File: src/rtl/fifo_ctrl_pkg.sv
// Shared defaults and head-stage state encodings for the FIFO RAM controller.
// Used by fifo_ptr and fifo_ram_ctrl (optional flush feature: FIFO_FLUSH_EN).
package fifo_ctrl_pkg;

    localparam int DATA_W_DEF   = 32;
    localparam int ADDR_W_DEF   = 11;
    localparam int AF_LEVEL_DEF = 2040;

    typedef enum logic [1:0] {
        HEAD_EMPTY = 2'd0,
        HEAD_PEND  = 2'd1,
        HEAD_HOLD  = 2'd2
    } head_state_e;

endpackage

File: src/rtl/fifo_ptr.sv
// Wrapping RAM address pointer with increment enable and a synchronous load.
// The load is only driven when FIFO_FLUSH_EN is defined in the top.
module fifo_ptr
    import fifo_ctrl_pkg::*;
#(
    parameter int ADDR_W = ADDR_W_DEF
) (
    input  logic              clk,
    input  logic              rst,
    input  logic              inc,
    input  logic              load,
    input  logic [ADDR_W-1:0] load_val,
    output logic [ADDR_W-1:0] ptr
);

    logic [ADDR_W-1:0] ptr_q;
    logic [ADDR_W-1:0] ptr_d;

    // Natural wrap from 2**ADDR_W-1 back to 0.
    always_comb begin
        ptr_d = ptr_q;
        if (load) begin
            ptr_d = load_val;
        end else if (inc) begin
            ptr_d = ptr_q + ADDR_W'(1);
        end
    end

    always_ff @(posedge clk or posedge rst) begin
        if (rst) begin
            ptr_q <= '0;
        end else begin
            ptr_q <= ptr_d;
        end
    end

    assign ptr = ptr_q;

endmodule

File: src/rtl/fifo_ram_ctrl.sv
// Single-clock FIFO controller for a dual-port RAM with a 1-cycle registered read,
// presenting a show-ahead head stage. Optional synchronous flush port: FIFO_FLUSH_EN.
module fifo_ram_ctrl
    import fifo_ctrl_pkg::*;
#(
    parameter int DATA_W   = DATA_W_DEF,
    parameter int ADDR_W   = ADDR_W_DEF,
    parameter int AF_LEVEL = AF_LEVEL_DEF
) (
    input  logic              clk,
    input  logic              reset,
`ifdef FIFO_FLUSH_EN
    input  logic              flush,
`endif
    input  logic              push_valid,
    output logic              push_ready,
    input  logic [DATA_W-1:0] push_data,
    output logic              pop_valid,
    input  logic              pop_ready,
    output logic [DATA_W-1:0] pop_data,
    output logic [ADDR_W:0]   count,
    output logic              almost_full,
    output logic              ram_w_en,
    output logic [ADDR_W-1:0] ram_w_adrs,
    output logic [DATA_W-1:0] ram_w_data,
    output logic              ram_r_en,
    output logic [ADDR_W-1:0] ram_r_adrs,
    input  logic [DATA_W-1:0] ram_r_data,
    output logic              ram_full,
    output logic              ram_empty
);

    typedef logic [ADDR_W:0] cnt_t;

    localparam cnt_t DEPTH  = {1'b1, {ADDR_W{1'b0}}};
    localparam cnt_t AF_CNT = cnt_t'(AF_LEVEL);

    // Handshake: a transfer happens on every rising clk edge where valid and ready
    // are both high; push_ready and pop_valid never depend on push_valid/pop_ready.
    logic              flush_w;
    logic              push_fire;
    logic              pop_fire;
    logic              r_en;
    cnt_t              mem_cnt_q, mem_cnt_d;
    head_state_e       state_q, state_d;
    logic [DATA_W-1:0] hold_q, hold_d;
    logic [ADDR_W-1:0] wptr, rptr;

`ifdef FIFO_FLUSH_EN
    assign flush_w = flush;
`else
    assign flush_w = 1'b0;
`endif

    fifo_ptr #(.ADDR_W(ADDR_W)) u_wptr (
        .clk      (clk),
        .rst      (reset),
        .inc      (push_fire),
        .load     (flush_w),
        .load_val (rptr),
        .ptr      (wptr)
    );

    fifo_ptr #(.ADDR_W(ADDR_W)) u_rptr (
        .clk      (clk),
        .rst      (reset),
        .inc      (r_en),
        .load     (1'b0),
        .load_val ('0),
        .ptr      (rptr)
    );

    // Head-stage state register.
    always_ff @(posedge clk or posedge reset) begin
        if (reset) begin
            state_q <= HEAD_EMPTY;
        end else begin
            state_q <= state_d;
        end
    end

    // Head-stage next state; a fresh read always wins over hold/empty transitions.
    always_comb begin
        state_d = state_q;
        if (flush_w) begin
            state_d = HEAD_EMPTY;
        end else if (r_en) begin
            state_d = HEAD_PEND;
        end else if (state_q == HEAD_PEND && !pop_fire) begin
            state_d = HEAD_HOLD;
        end else if (pop_fire) begin
            state_d = HEAD_EMPTY;
        end
    end

    // Head-stage and write-side outputs.
    always_comb begin
        push_ready = (mem_cnt_q != DEPTH) && !flush_w;
        push_fire  = push_valid && push_ready;
        pop_valid  = (state_q != HEAD_EMPTY);
        pop_fire   = pop_valid && pop_ready;
        r_en       = (mem_cnt_q != '0) && (state_q == HEAD_EMPTY || pop_fire) && !flush_w;
        pop_data   = (state_q == HEAD_PEND) ? ram_r_data : hold_q;
    end

    // mem_cnt tracks only committed writes, so a read never hits the word being written.
    always_comb begin
        mem_cnt_d = mem_cnt_q;
        hold_d    = hold_q;
        if (flush_w) begin
            mem_cnt_d = '0;
        end else if (push_fire && !r_en) begin
            mem_cnt_d = mem_cnt_q + cnt_t'(1);
        end else if (!push_fire && r_en) begin
            mem_cnt_d = mem_cnt_q - cnt_t'(1);
        end
        if (state_q == HEAD_PEND && state_d == HEAD_HOLD) begin
            hold_d = ram_r_data;
        end
    end

    always_ff @(posedge clk or posedge reset) begin
        if (reset) begin
            mem_cnt_q <= '0;
            hold_q    <= '0;
        end else begin
            mem_cnt_q <= mem_cnt_d;
            hold_q    <= hold_d;
        end
    end

    assign count       = mem_cnt_q + cnt_t'(pop_valid);
    assign almost_full = (count >= AF_CNT);
    assign ram_w_en    = push_fire;
    assign ram_w_adrs  = wptr;
    assign ram_w_data  = push_data;
    assign ram_r_en    = r_en;
    assign ram_r_adrs  = rptr;
    assign ram_full    = 1'b0;
    assign ram_empty   = 1'b0;

endmodule

File: config.mk
export PLATFORM = sky130hd
export DESIGN_NAME = fifo_ram_ctrl
export DESIGN_NICKNAME = d
export VERILOG_FILES = /design/src/rtl/fifo_ctrl_pkg.sv /design/src/rtl/fifo_ptr.sv /design/src/rtl/fifo_ram_ctrl.sv
export SDC_FILE = /design/constraint.sdc
export NUM_CORES = 1
export LEC_CHECK = 0
export CELL_PAD_IN_SITES_DETAIL_PLACEMENT = 0
export CELL_PAD_IN_SITES_GLOBAL_PLACEMENT = 1
export CORE_ASPECT_RATIO = 1.4
export CORE_MARGIN = 10
export CORE_UTILIZATION = 25
export CTS_CLUSTER_SIZE = 28
export DETAILED_ROUTE_END_ITERATION = 12
export PLACE_DENSITY_LB_ADDON = 0.12
export SLEW_MARGIN = 25
export SYNTH_ARGS = -nofsm -noshare
export SYNTH_HDL_FRONTEND = slang
export SYNTH_SLANG_ARGS = --single-unit
export TNS_END_PERCENT = 30
File: constraint.sdc
create_clock -name clk -period 6.5 [get_ports clk]
set_input_delay 0.975 -clock clk [delete_from_list [all_inputs] [get_ports clk]]
set_output_delay 0.975 -clock clk [all_outputs]
set_load 0.05 [all_outputs]
---- After elaboration in Yosys (flattened, before gate mapping) ----
Cells that the tools add are included.
operators by class
  add/sub/neg operators ................... 5
  magnitude comparators ................... 1
  equal/unequal tests ..................... 3
  multiplexer cells ....................... 6
  reduce and logical (&&, ||, !) cells .... 15
operators by type and width
  operator               number
  $mux 32                1
  $mux 12                2
  $add 11x1->11 const B  2
  $add 12x1->12          1
  $add 12x1->12 const B  1
  $ge 12x11->1 const B   1
  $ne 12x12->1 const B   1
  $reduce_bool 12->1     1
  $sub 12x1->12 const B  1
  $logic_and 1x1->1      7
  $mux 2                 3
  $reduce_bool 2->1      2
  $logic_not 1->1        3
  $eq 2x1->1 const B     1
  $eq 2x2->1 const B     1
  $logic_not 2->1        1
  $logic_or 1x1->1       1
storage, ports and cells
  bits in registers ....................... 68
  input bits .............................. 68
  output and inout bits ................... 105
  word-level logic and storage cells ...... 35

---- Logic depth before layout (Yosys ltp) ----
  depth in word-level cells ............... 8
  depth in mapped cells ................... 12

---- Hierarchy ----
A second synthesis with hierarchy kept.
unflattened totals
  cell total of the unflattened synthesis .. 446
  area total of the unflattened synthesis .. 4455.5 um^2
by module, submodules not included
  module         instances  cells an instance  area each (um^2)  seq. area each (um^2)
  fifo_ram_ctrl  1          302                3151.8            1151.1
  fifo_ptr       2          72                 651.9             275.3

---- Least setup slack after synthesis ----
Ideal clock, no wire load.
  path kind ............................... register to output
  from .................................... register state_q[1]
  to ...................................... output port almost_full
  arrival ................................. 2.862 ns
  data required time ...................... 5.525 ns
  slack ................................... 2.663 ns
  stages on the path, launching flop included .. 8
  path buffers ............................ 0
  path through ............................ dfrtp_1 > or2_2 > ha_1 > ha_1 > nand3_1 > nor2_1 > xor2_1 > a41o_1
on the way
  word-level cells in the longest chain between the ends .. 3
ends and longest elaborated chain
  item                    line                  RTL
  from (decl)             fifo_ram_ctrl.sv:45   head_state_e state_q, state_d;
  from (signal assigned)  fifo_ram_ctrl.sv:78   state_q <= state_d;
  $reduce_bool 2->1       fifo_ram_ctrl.sv:100  pop_valid = (state_q != HEAD_EMPTY);
  net pop_valid           fifo_ram_ctrl.sv:18   output logic pop_valid,
  $add 12x1->12           fifo_ram_ctrl.sv:132  assign count = mem_cnt_q + cnt_t'(pop_valid);
  net count[6]            fifo_ram_ctrl.sv:21   output logic [ADDR_W:0] count,
  $ge 12x11->1            fifo_ram_ctrl.sv:133  assign almost_full = (count >= AF_CNT);
  to (decl)               fifo_ram_ctrl.sv:22   output logic almost_full,
The timed path passes the listed nets, and every way through them passes these cells.

---- Final worst setup path ----
  from .................................... input port pop_ready
  to ...................................... register mem_cnt_q[10]
on the way
  word-level cells in the longest chain between the ends .. 6
  elaborated cells between the ends (all ways) .. 8
  those cells by class .................... mux: 1; reduce/logical: 7
ends and longest elaborated chain
  item                                          line                  RTL
  from (decl)                                   fifo_ram_ctrl.sv:19   input logic pop_ready,
  $logic_and 1x1->1 (*)                         fifo_ram_ctrl.sv:101  pop_fire = pop_valid && pop_ready;
  $logic_or 1x1->1 (*)                          fifo_ram_ctrl.sv:102  r_en = (mem_cnt_q != '0) && (state_q == HEAD_EMPTY || pop_fire) && !flush_w;
  $logic_and 1x1->1 (*)                         fifo_ram_ctrl.sv:102
  $logic_not 1->1                               fifo_ram_ctrl.sv:112  end else if (push_fire && !r_en) begin
  $logic_and 1x1->1                             fifo_ram_ctrl.sv:112
  $mux 12 or $reduce_bool 2->1 (tied branches)  --
  to (signal assigned)                          fifo_ram_ctrl.sv:127  mem_cnt_q <= mem_cnt_d;
  to (decl)                                     fifo_ram_ctrl.sv:44   cnt_t mem_cnt_q, mem_cnt_d;
Mark *: on every way between the ends. The rest lies on a longest branch, timed or not.
A chain may end at the register's enable or synchronous reset.

==> results.md <==
- CP Launch Type: input pin
- Cell mode on critical path: ha_1
- Number of flops mapped to enable cells by yosys: 0
- H-tree levels: 3
- Chip Width: 128 um
- Grt met2 use: 17.2%
- Setup Slack @ Placement: 1.99 ns
- Tmin final: 4.17 ns
- Syn Std Cell Area: 4110 um^2
- Nets: 529
- Fin. Hold Viols: 0
- Register area share after synthesis: 41.4%
- CTS tree: done
- GR peak layer: met2
- Number of synthesis warnings: 0
- Power per cell area: 497 nW/um^2
- Final setup vio count: 0
- Longest Clk Path Bufs: 2
- Setup slack after layout: 2.33 ns
- Worst-path fanout max: 11
- Area growth, synth to finish: 32.7%
- Critical path buffers and inverters: 2
- Die Y-Extent: 172 um
- Post-route ant nets: 0
- GPL Wtd Cong: 0.708
- Min-delay src: u_rptr.ptr[10]
- RSZ-0062 raised after global routing: false
- Vias in the first global route: 3,135
- Vias: 2,930
- Synthesized area per cell: 11.1 um^2
- Async S/R FF share, synth: 100%
- Starting Density: 25.4%
- WL/cell: 17.2 um
- Max Freq: 0.240 GHz
- Worst min path class: reg2reg
- #FFs+latches synth: 68
- Final period util: 64.1%
- Antenna violations before repair: 0
- Setup_tns: 0 ns
- # IOs: 173
- Routed wire length: 11.2 mm
- Overall Power: 2710 uW
- Grt total ovfl: 0
- Worst-Margin Slew: 0.800 ns
- Layout cells sized above 1: 22.0%
- Hold-fix buffers, CTS: 0
- Clk sinks: 68
- Maxcap violations: 0
- Vias per inst: 4.51
- Worst path cell trace: clkdlybuf4s50_1, o21ba_2, a41o_1, ha_1, inv_1, ha_1, nor2b_1, o21ai_1, a21oi_1, o32ai_1, o21ai_0, a311o_1
- Slowest-stage cell, CP: clkdlybuf4s50_1
- Rel. slew slack: 46.7%
- Max Slew Vio Count: 0
- Worst Setup SP: pop_ready
- Iteration-0 DRC Markers: 153
- Prevailing post-synth register cell: dfrtp_1
- Leak pwr: 0.00218 uW
- N_diodes: 0
- Core ar.: 16,200 um^2
- Worst Hold Slack: 0.475 ns
- CP Capture Type: register
- Gate Count Post-Synth: 370
- GRT met3 Usage: 3.42%
- CTS Buf Count: 9
- CTS resizes: 0
- DRC errors left: 0
- Setup skew after layout: 0.00787 ns
- Crit path max-delay family: compound AO/OA/AOI/OAI gates
- Root Buffer: clkbuf_16
- Post-CTS setup buffers: 0
- First-pass GRT wire length: 18.1 mm
- Status: finished, final reports clean
- GRT Resource Usage Total: 10.4%
- CP max stage delay: 0.52 ns
- DRT Pass-1 Iters: 4
- Met1 usage: 12.2%
- Kind of critical path: in2reg
- CP required: 6.71 ns
- Row count: 55
- CTS clock-pin slew for the worst setup and hold paths: 0.06 ns
- CP arrival: 4.38 ns
- Reg2Reg Launch Point: mem_cnt_q[3]
- Yosys cell types: 51
- Largest net degree at the start of global routing: 69
- Detailed placer's ending HPWL: 8.35 mm
- Die footprint: 22,000 um^2
- Maximum vdd ir drop: 0.209 mV
- PortBufs: 106
- Later-pin clock latency in the skew report: 0.33 ns
area by class of cell:
class / count / area [um^2]
fillers: 1645 / 10700
multi-input cells: 246 / 2070
flip-flops and latches: 68 / 1700
repair buffers: 109 / 1090
clock buffers: 11 / 243
well taps: 199 / 249
inverters: 11 / 41.3
clock inverters: 5 / 60.1
cell usage after synthesis (all sizes together) (7+ instances only):
cell	number	share of area, %
xor2	10	2.1
mux2	65	18
nand2	30	2.7
o21ai	16	1.9
buf	39	6.8
nor2	10	0.91
clkbuf	7	0.64
inv	11	1.0
dfrtp	68	41
nand3	14	1.9
ha	15	4.6
xnor2	29	6.2
path summary, 6_finish.rpt:
path                                       end  slack (ns)  cells past startpoint
worst max-delay path             mem_cnt_q[10]        2.33                     12
worst min-delay path            u_rptr.ptr[10]        0.48                      1
worst max register to register   mem_cnt_q[10]        2.65                     11
worst min register to register  u_rptr.ptr[10]        0.48                      1
max in group asynchronous            hold_q[0]        4.89                      3
min in group asynchronous        u_wptr.ptr[8]        1.12                      3
routing by layer:
metal	part of all wire [%]	vias to the layer above
met4	1.5	0
met3	6.4	12
met5	0	-
li1	-	1410
met2	50	92
met1	42	1416
sequential cells by signal, indices dropped and copies added (netlist names):
name / flops
hold_q: 32
mem_cnt_q: 12
u_rptr.ptr: 11
u_wptr.ptr: 11
state_q: 2
worst reg2reg max path, delay by kind of cell (launching register included):
family                   cells  cell delay [ns]
flip-flops                   1             0.50
AND/OR/NAND/NOR              2             0.62
buffers and inverters        1             0.22
AO/OA/AOI/OAI                6             1.73
adder cells (fa/ha/maj)      2             0.68
per-stage QoR:
step	cells	utilization, %	cell area [um^2]
after CTS	649	33.7	5450
after floorplan	371	-	4110
after detailed placement	633	31.8	5140
after global placement	633	31.8	5140
after global routing	649	33.7	5450
final	649	33.7	5450
where the power goes:
group / internal, uW / leakage, uW / switching [uW]
Clock: 309 / 0.000146 / 191
Sequential: 554 / 0.000826 / 179
Combinational: 568 / 0.00121 / 909
cells in the final DEF, fill, tap and decap left out, types with 3 or more instances in the layout:
master / instances
a21oi_1: 5
and4_1: 3
clkbuf_16: 9
clkdlybuf4s50_1: 106
dfrtp_1: 68
ha_1: 15
inv_1: 10
mux2_2: 65
nand2_1: 30
nand3_1: 12
nand4_1: 5
nor2_1: 10
nor3_1: 3
o21ai_0: 14
xnor2_1: 29
xor2_1: 10
kinds of logic after synthesis:
logic type	after synthesis	synth area share [%]
AOI/OAI and AO/OA	35	6.06
xor gates and xnor gates	39	8.31
adders and majority gates	16	5.05
buffers and inverters	57	8.43
DFF	68	41.4
muxes	67	18.3
other	1	0.0913
and+or+nand+nor	87	12.3
Note: power is estimated with default switching activity, not from simulation.
